File: src/rtl/sound_arbiter.sv
// sound_arbiter -- priority arbiter and two-note tone sequencer for a buzzer.
//
// Each request bit latches into a pending set. When idle, the highest pending
// sound (lose > win > hit > catch) is granted. It then plays two square-wave
// notes of NOTE_LEN cycles each, followed by GAP_LEN silent cycles.
//
// Optional feature macro: SOUND_PREEMPT_EN. When it is defined, a pending sound
// of higher priority restarts NOTE0 with that sound, and the aborted sound is
// dropped without a done pulse.
//
// Ports:
//   clk      in   system clock, rising edge
//   rst      in   asynchronous active-high reset
//   req[3:0] in   one-cycle requests: [0] catch, [1] hit, [2] win, [3] lose
//   clr      in   synchronous abort; also discards same-cycle requests
//   mute     in   forces buzzer low; sequencing is unaffected
//   buzzer   out  square-wave tone
//   busy     out  high in NOTE0, NOTE1 and GAP
//   grant    out  one-hot sound currently playing
//   pending  out  latched requests not yet granted
//   done     out  one-cycle pulse after a sound completes normally
module sound_arbiter #(
   parameter int NOTE_LEN = 12500000,
   parameter int GAP_LEN  = 2500000,
   parameter int HP_UNIT  = 16000
) (
   input  logic       clk,
   input  logic       rst,
   input  logic [3:0] req,
   input  logic       clr,
   input  logic       mute,
   output logic       buzzer,
   output logic       busy,
   output logic [3:0] grant,
   output logic [3:0] pending,
   output logic       done
);

   typedef enum logic [1:0] {
      IDLE  = 2'd0,
      NOTE0 = 2'd1,
      NOTE1 = 2'd2,
      GAP   = 2'd3
   } state_t;

   state_t      state_q;
   logic [23:0] note_q;
   logic [23:0] tone_q;
   logic        tone_lvl_q;
   logic        busy_q;
   logic        done_q;
   logic [3:0]  grant_q;
   logic [3:0]  pending_q;

   logic [3:0]  pick_s;
   logic        start_s;
   logic [3:0]  pending_d;
   logic [3:0]  units_s;
   logic [23:0] hp_s;
   logic        tone_wrap_s;

   // Highest-priority pending sound as a one-hot vector.
   always_comb begin
      pick_s = 4'b0000;
      if (pending_q[3]) begin
         pick_s = 4'b1000;
      end else if (pending_q[2]) begin
         pick_s = 4'b0100;
      end else if (pending_q[1]) begin
         pick_s = 4'b0010;
      end else if (pending_q[0]) begin
         pick_s = 4'b0001;
      end else begin
         pick_s = 4'b0000;
      end
   end

   // Decide whether a new sound starts at the next edge.
   // grant is zero in IDLE, so with preemption the single comparison also covers
   // starting from idle. A one-hot vector with a higher bit set is numerically
   // larger, so the comparison also tests priority.
   always_comb begin
`ifdef SOUND_PREEMPT_EN
      start_s = (pending_q != 4'b0000) && (pick_s > grant_q);
`else
      start_s = (state_q == IDLE) && (pending_q != 4'b0000);
`endif
   end

   // Next pending set. A request on the bit being granted survives the clear.
   always_comb begin
      pending_d = (pending_q & ~(start_s ? pick_s : 4'b0000)) | req;
   end

   // Half-period of the current note in HP_UNIT multiples.
   always_comb begin
      units_s = 4'd1;
      case (grant_q)
         4'b0001: units_s = (state_q == NOTE1) ? 4'd2  : 4'd3;
         4'b0010: units_s = (state_q == NOTE1) ? 4'd8  : 4'd6;
         4'b0100: units_s = (state_q == NOTE1) ? 4'd3  : 4'd4;
         4'b1000: units_s = (state_q == NOTE1) ? 4'd12 : 4'd8;
         default: units_s = 4'd1;
      endcase
      hp_s        = 24'(units_s) * 24'(HP_UNIT);
      tone_wrap_s = (tone_q == (hp_s - 24'd1));
   end

   // Sequencer FSM with its registered outputs and counters.
   always_ff @(posedge clk or posedge rst) begin
      if (rst) begin
         state_q    <= IDLE;
         note_q     <= 24'd0;
         tone_q     <= 24'd0;
         tone_lvl_q <= 1'b0;
         busy_q     <= 1'b0;
         done_q     <= 1'b0;
         grant_q    <= 4'b0000;
         pending_q  <= 4'b0000;
      end else if (clr) begin
         state_q    <= IDLE;
         note_q     <= 24'd0;
         tone_q     <= 24'd0;
         tone_lvl_q <= 1'b0;
         busy_q     <= 1'b0;
         done_q     <= 1'b0;
         grant_q    <= 4'b0000;
         pending_q  <= 4'b0000;
      end else begin
         pending_q <= pending_d;
         done_q    <= 1'b0;
         if (start_s) begin
            state_q    <= NOTE0;
            grant_q    <= pick_s;
            busy_q     <= 1'b1;
            note_q     <= 24'd0;
            tone_q     <= 24'd0;
            tone_lvl_q <= 1'b0;
         end else begin
            case (state_q)
               NOTE0, NOTE1: begin
                  if (note_q == 24'(NOTE_LEN - 1)) begin
                     // Each note starts with the tone low and the phase counter cleared.
                     state_q    <= (state_q == NOTE0) ? NOTE1 : GAP;
                     note_q     <= 24'd0;
                     tone_q     <= 24'd0;
                     tone_lvl_q <= 1'b0;
                  end else begin
                     note_q <= note_q + 24'd1;
                     if (tone_wrap_s) begin
                        tone_q     <= 24'd0;
                        tone_lvl_q <= ~tone_lvl_q;
                     end else begin
                        tone_q <= tone_q + 24'd1;
                     end
                  end
               end
               GAP: begin
                  if (note_q == 24'(GAP_LEN - 1)) begin
                     state_q <= IDLE;
                     note_q  <= 24'd0;
                     grant_q <= 4'b0000;
                     busy_q  <= 1'b0;
                     done_q  <= 1'b1;
                  end else begin
                     note_q <= note_q + 24'd1;
                  end
               end
               IDLE: begin
                  state_q <= IDLE;
               end
               default: begin
                  state_q <= IDLE;
                  grant_q <= 4'b0000;
                  busy_q  <= 1'b0;
               end
            endcase
         end
      end
   end

   assign buzzer  = tone_lvl_q & ~mute;
   assign busy    = busy_q;
   assign grant   = grant_q;
   assign pending = pending_q;
   assign done    = done_q;

endmodule

File: config.mk
export PLATFORM = sky130hd
export DESIGN_NAME = sound_arbiter
export DESIGN_NICKNAME = d
export VERILOG_FILES = /design/src/rtl/sound_arbiter.sv
export SDC_FILE = /design/constraint.sdc
export NUM_CORES = 1
export LEC_CHECK = 0
export CAP_MARGIN = 5
export CORE_UTILIZATION = 60
export CTS_CLUSTER_DIAMETER = 100
export DETAILED_ROUTE_END_ITERATION = 10
export PLACE_DENSITY = 0.78
export SYNTH_ARGS = -nofsm -noshare
export SYNTH_HDL_FRONTEND = slang
export SYNTH_SLANG_ARGS = --single-unit
File: constraint.sdc
create_clock -name clk -period 10.33 [get_ports clk]
set_clock_uncertainty 0.15 [all_clocks]
set_input_delay 2.066 -clock clk [delete_from_list [all_inputs] [get_ports clk]]
set_output_delay 2.066 -clock clk [all_outputs]
set_load 0.05 [all_outputs]
==> flow_summary.toml, run 1 <==
[placement]
hpwl_mm = 6.523
port-buffer-count = 18
gp_congestion = 0.8408

[critical_path]
critPathMaxFanout = 17
cp.required_ns = 10.36
r2r_start = "state_q[0]"
r2r_slack_ns = 3.45
crit_path_start = "state_q[0]"
setup.worst_path.start_class = "flip-flop"
cp-end-kind = "flip-flop"
worst-setup-path-type = "flip-flop to flip-flop"
r2r-end = "tone_q[5]"
rr_worst_depth = 17
worstPathArrival_ns = 6.91

[timing]
fin_tns_setup_ns = 0
finalHoldViolations = 0
slew_violations = 0
maxSlewHeadroom_pct = 28.55
fin_crit_ns = 6.879
holdWs_ns = 0.3532
fmax_mhz = 145.4
fin_crit_sh_pct = 66.59
finalSetupViolCount = 0
rsz0062_at_grt = "no"
worst_pin_slew_ns = 1.072

[clock_tree]
cts_made_buffers = 9
cts_max_level = 3
cts_sinks = 61
cts_resized = 0
clk_latency_ns = 0.34
clk_path_buf_depth = 2
clkTransAtPathRegs_ns = 0.07
cts_setup_buffers = 0
cts-root-buf = "clkbuf_8"
cts_hold_buf = 0
cts_tree = "yes"

[floorplanning]
rows = 30
die-area_um2 = 7599
start_util_pct = 63.03
core_region_area_um2 = 6907
num_io_pins = 19
die_h_um = 87.18
die_w_um = 87.18

[hold_path]
min_path_cells = 1
hold_start = "note_q[3]"
whs_endpoint = "note_q[3]"
worstHoldPathType = "flip-flop to flip-flop"

[route]
drtIter0Drc = 169
drc = 0
firstDrtPassIters = 4
drtAntennaViolNets = 0
wirelength_mm = 9.034
routedWlPerCell_um = 15.16
routed-via-count = 3556
avgViaCountPerCell = 5.966

[global_routing]
grt_max_degree = 62
antenna_found_initial = 0
grt_pass1_vias = 3306
grtUsageTotal_pct = 25.77
grt_pass1_wl_mm = 15.24
overflow = 0

[finish]
diodes = 0
multi_input_area_um2 = 2646
fin_nets = 532
seq_area_um2 = 1526
fillers = 541
drive_gt1_share_pct = 8.200
area_growth_pct = 10.64

[outcome]
status = "finished clean"

[synthesis]
avgSynthCellArea_um2 = 9.069
synth_edf_count = 0
netlist.top_cell.by_area = "dfrtp_1"
synthSimpleGateAreaFrac_pct = 25.55
synth_area_um2 = 4353
yosysMostFrequentCell = "dfrtp_1"
yosysSeqAreaShare_pct = 35.07
postSynthCellCount = 480
yosys_warnings = 0
synthAdderAreaFrac_pct = 9.543
ys_ff_latch = 61
post_synth_mux_area_share_pct = 0.6899
synth-xor-area-share_pct = 8.911
synth_top_family_by_area = "simple AND/OR/NAND/NOR gates"
synth_common_cells = "dfrtp_1, nand2_1, nor2_1, xor2_1"
synth_ff_type = "dfrtp_1"
synth_top_area_share_pct = 35.07
async_flop_share_pct = 100.0
ys_types = 66
synth_area_leaders = "dfrtp_1, ha_1, xor2_1, nand2_1, fa_1"
synth_compound_area_share_pct = 16.10
syn-num-nets = 517

[power_and_ir_drop]
peakVddDrop_v = 0.0001342
p_leak_nw = 2.052
powerDensity_nw_per_um2 = 258.1

[job]
maxCapViolCount = 0
## cells by family (layout without fill, tap and decap cells)
kind of cell / Yosys count / in the layout
multiplexers: 3 / 3
flip-flops: 61 / 61
buffers and inverters: 37 / 57
AO/OA/AOI/OAI: 104 / 104
AND/OR/NAND/NOR: 205 / 205
adder cells (fa/ha/maj): 29 / 29
XOR/XNOR: 41 / 41
## worst max path at each step
stage                             to  slack [ns]
after floorplan           tone_q[10]        4.58
final                      tone_q[5]        3.45
after global placement     tone_q[5]        3.70
after detailed placement   tone_q[5]        3.43
after CTS                  tone_q[5]        3.45
after global routing       tone_q[5]        2.92
## flip-flops by register name, summed over array words and instances (netlist names)
register    count
state_q         2
pending         4
busy            1
tone_lvl_q      1
tone_q         24
note_q         24
done            1
grant           4
## routing by layer
| layer | share of wire (%) | GRT usage, % | up-vias |
|---|---|---|---|
| li1 | - | - | 1759 |
| met1 | 45 | 32.68 | 1717 |
| met2 | 50 | 44.17 | 61 |
| met3 | 3.3 | 5.403 | 19 |
| met4 | 1.8 | 8.197 | 0 |
| met5 | 0 | 0 | - |
## critical path, stage by stage, from the launching register on
cell and delay [ns]:
dfrtp_1 0.38, inv_1 0.09, ha_1 0.27, nor4b_1 0.37
a211oi_1 0.09, o21ai_0 0.62, inv_1 0.35, fa_1 0.60
fa_1 0.54, or3_1 0.38, xor2_1 0.18, or4_4 0.49
a2111oi_2 0.28, nor4b_2 0.25, mux2i_1 0.12, nor3_2 0.57
nand2b_1 0.78, o21ai_0 0.20
## power breakdown
part	leakage [nW]	switching, mW	total, mW	internal (mW)
clock	0.124	0.0971	0.265	0.168
sequential	0.841	0.0205	0.273	0.252
combinational	1.09	0.414	0.706	0.291
## cells in the final DEF (no fill, tap or decap), types with 3 or more instances in the layout
| cell type | netlist | final |
|---|---|---|
| bufinv_16 | 0 | 3 |
| nand2_1 | 44 | 44 |
| or3_1 | 8 | 8 |
| fa_1 | 7 | 7 |
| and3_1 | 16 | 16 |
| a22o_1 | 4 | 4 |
| clkdlybuf4s50_1 | 0 | 18 |
| o21ai_0 | 25 | 25 |
| or2_2 | 3 | 3 |
| nor4b_1 | 4 | 4 |
| nand2b_1 | 10 | 10 |
| a31oi_1 | 3 | 3 |
| a21oi_1 | 25 | 25 |
| dfrtp_1 | 61 | 61 |
| inv_1 | 21 | 20 |
| xor2_1 | 26 | 26 |
| xnor2_1 | 13 | 13 |
| a211oi_1 | 4 | 4 |
| mux2i_1 | 3 | 3 |
| nand4b_1 | 3 | 3 |
| nand4_1 | 13 | 13 |
| o31ai_1 | 8 | 8 |
| nor4_1 | 3 | 3 |
| clkbuf_8 | 0 | 10 |
| ha_1 | 22 | 22 |
| nor2b_1 | 12 | 12 |
| o211ai_1 | 4 | 4 |
| nor3_1 | 13 | 13 |
| nor2_1 | 36 | 36 |
| nand3_1 | 21 | 21 |
| a21oi_2 | 10 | 10 |
## metrics by stage
stage / power (mW) / cells / instance area, um2 / worst slack, ns / utilization (%)
floorplan: 0.8443 / 480 / 4353 / 4.579 / -
finish: 1.243 / 596 / 4816 / 3.451 / 69.73
global placement: 0.9421 / 580 / 4567 / 3.702 / 66.12
detailed placement: 0.9730 / 580 / 4567 / 3.429 / 66.12
global route: 1.327 / 596 / 4816 / 2.921 / 69.73
CTS: 1.243 / 596 / 4816 / 3.447 / 69.73
## cell type report
cell class,count,share of cell area (%)
Sequential cell,61,31.70
Clock buffer,11,2.936
Inverter,21,1.637
Timing Repair Buffer,20,4.053
Tap cell,96,2.494
Clock inverter,5,2.234
Multi-Input combinational cell,382,54.95
No activity file was read; power rests on OpenSTA's default activity.
==> run 2: changes to the inputs <==
CORE_UTILIZATION = 56   (was 60)
PLACE_DENSITY = 0.77   (was 0.78)
clock period = 5.9 ns   (was 10.33 ns; I/O delays follow)
==> flow_summary.toml, run 2 (same netlist as run 1, synthesis figures left out) <==
[finish]
final_common_cell = "dfrtp_1"
area_growth_pct = 14.52
fin_nets = 548
most-common-layout-cells = "dfrtp_1, nand2_1, nor2_1"
diodes = 0
finish.utilization_pct = 67.64
largestRegisters = "note_q: 24 flops, tone_q: 24 flops"
fillers = 589
drive_gt1_share_pct = 12.60
design_area_um2 = 4985

[route]
wirelength_mm = 9.561
drtAntennaViolNets = 0
routedWlPerCell_um = 15.55
avgViaCountPerCell = 5.883
drc = 0
drtIter0Drc = 139
firstDrtPassIters = 5
routed-via-count = 3618

[floorplanning]
rows = 31
die-area_um2 = 8130
start_util_pct = 59.07
die_w_um = 90.17
core_region_area_um2 = 7370
num_io_pins = 19
die_h_um = 90.17

[critical_path]
r2r_start = "state_q[0]"
r2r-end = "tone_q[6]"
worst-setup-path-type = "flip-flop to flip-flop"
cp-end-kind = "flip-flop"
cp.required_ns = 5.98
rr_worst_depth = 19
worstPathArrival_ns = 5.69
r2r_slack_ns = 0.28
critPathMaxFanout = 7
setup.worst_path.start_class = "flip-flop"

[timing]
finalHoldViolations = 0
fin_crit_sh_pct = 95.21
worst_pin_slew_ns = 1.078
fin_crit_ns = 5.618
maxSlewHeadroom_pct = 28.14
slew_violations = 0
rsz0062_at_grt = "no"
finalSetupViolCount = 0
holdWs_ns = 0.3771
fmax_mhz = 178.0

[power_and_ir_drop]
p_leak_nw = 2.120
peakVddDrop_v = 0.0002703
powerDensity_nw_per_um2 = 451.5

[global_routing]
antenna_found_initial = 0
overflow = 0
grt_pass1_wl_mm = 16.38
grt_max_degree = 62
grt_pass1_vias = 3514
grtUsageTotal_pct = 24.83

[hold_path]
hold_start = "busy"
whs_endpoint = "busy"
worstHoldPathType = "flip-flop to flip-flop"
min_path_cells = 2

[clock_tree]
cts_made_buffers = 9
cts_hold_buf = 0
clkTransAtPathRegs_ns = 0.07
cts-root-buf = "clkbuf_8"
clk_latency_ns = 0.34
cts_max_level = 3
clk_path_buf_depth = 2
cts_sinks = 61
cts_tree = "yes"

[placement]
hpwl_mm = 6.824
gp_congestion = 0.8103
placed_cell_area_um2 = 4651
port-buffer-count = 18

[job]
maxCapViolCount = 0

[outcome]
status = "finished clean"
## run 2: timing repair
action / CTS / global route
endpoints found under the setup margin: 18 / 25
pin swaps: 1 / 7
endpoints found under the hold margin: 0 / 0
gates cloned: 1 / 0
buffers inserted: 4 / 2
gates resized for setup: 7 / 9
## run 2: metrics by stage
stage / instances / worst slack, ns / TNS [ns] / total power, mW
after global placement: 592 / 0.1773 / 0 / 1.713
after CTS: 613 / 0.01494 / 0 / 2.205
after floorplan: 480 / 0.1492 / 0 / 1.478
after global routing: 615 / 0.02077 / 0 / 2.414
final: 615 / 0.2824 / 0 / 2.251
after detailed placement: 592 / -0.04094 / -0.2045 / 1.756
## run 2: area by class of cell
type	instances	area, um2	share of cell area, %
Multi-Input combinational cell	382	2700	54.17
Tap cell	99	123.9	2.485
Clock inverter	3	67.56	1.355
Sequential cell	61	1528	30.65
Inverter	21	81.33	1.632
Clock buffer	13	158.9	3.188
Timing Repair Buffer	36	325.3	6.526
## run 2: worst max path at each step
stage                          start         end  slack (ns)  cells after the start
final                     state_q[0]   tone_q[6]        0.28                     19
after global routing      state_q[0]   tone_q[6]        0.02                     19
after CTS                 state_q[0]   tone_q[6]        0.01                     19
after detailed placement  state_q[0]  tone_q[22]       -0.04                     19
after global placement    state_q[0]  tone_q[21]        0.18                     19
after floorplan             grant[2]  tone_q[10]        0.15                     20
## run 2: power breakdown
group	switching, mW	total [mW]	internal [mW]	leakage, nW
Combinational	0.757	1.35	0.593	1.17
Sequential	0.0320	0.474	0.442	0.840
Clock	0.165	0.426	0.261	0.110
## run 2: layer usage
metal  share of wire [%]  vias up  routed length [um]  track usage [%]
li1                    -     1785                   -                -
met1                  45     1747                4281            31.72
met2                  51       72                4859            42.49
met3                 3.1       14                 292            4.146
met4                 1.3        0                 126            8.737
met5                   0        -                   0                0
## run 2: critical path, stage by stage (launching register included)
cell       delay [ns]
dfrtp_1          0.38
inv_2            0.06
ha_4             0.17
or4b_4           0.47
and3_1           0.15
or2_4            0.26
inv_4            0.07
ha_1             0.24
fa_2             0.57
fa_2             0.43
or3_4            0.36
xor2_1           0.17
or4_4            0.51
a2111oi_4        0.35
nor4b_4          0.23
mux2i_1          0.11
nor3_2           0.27
buf_4            0.22
o31ai_1          0.08
a22o_1           0.25
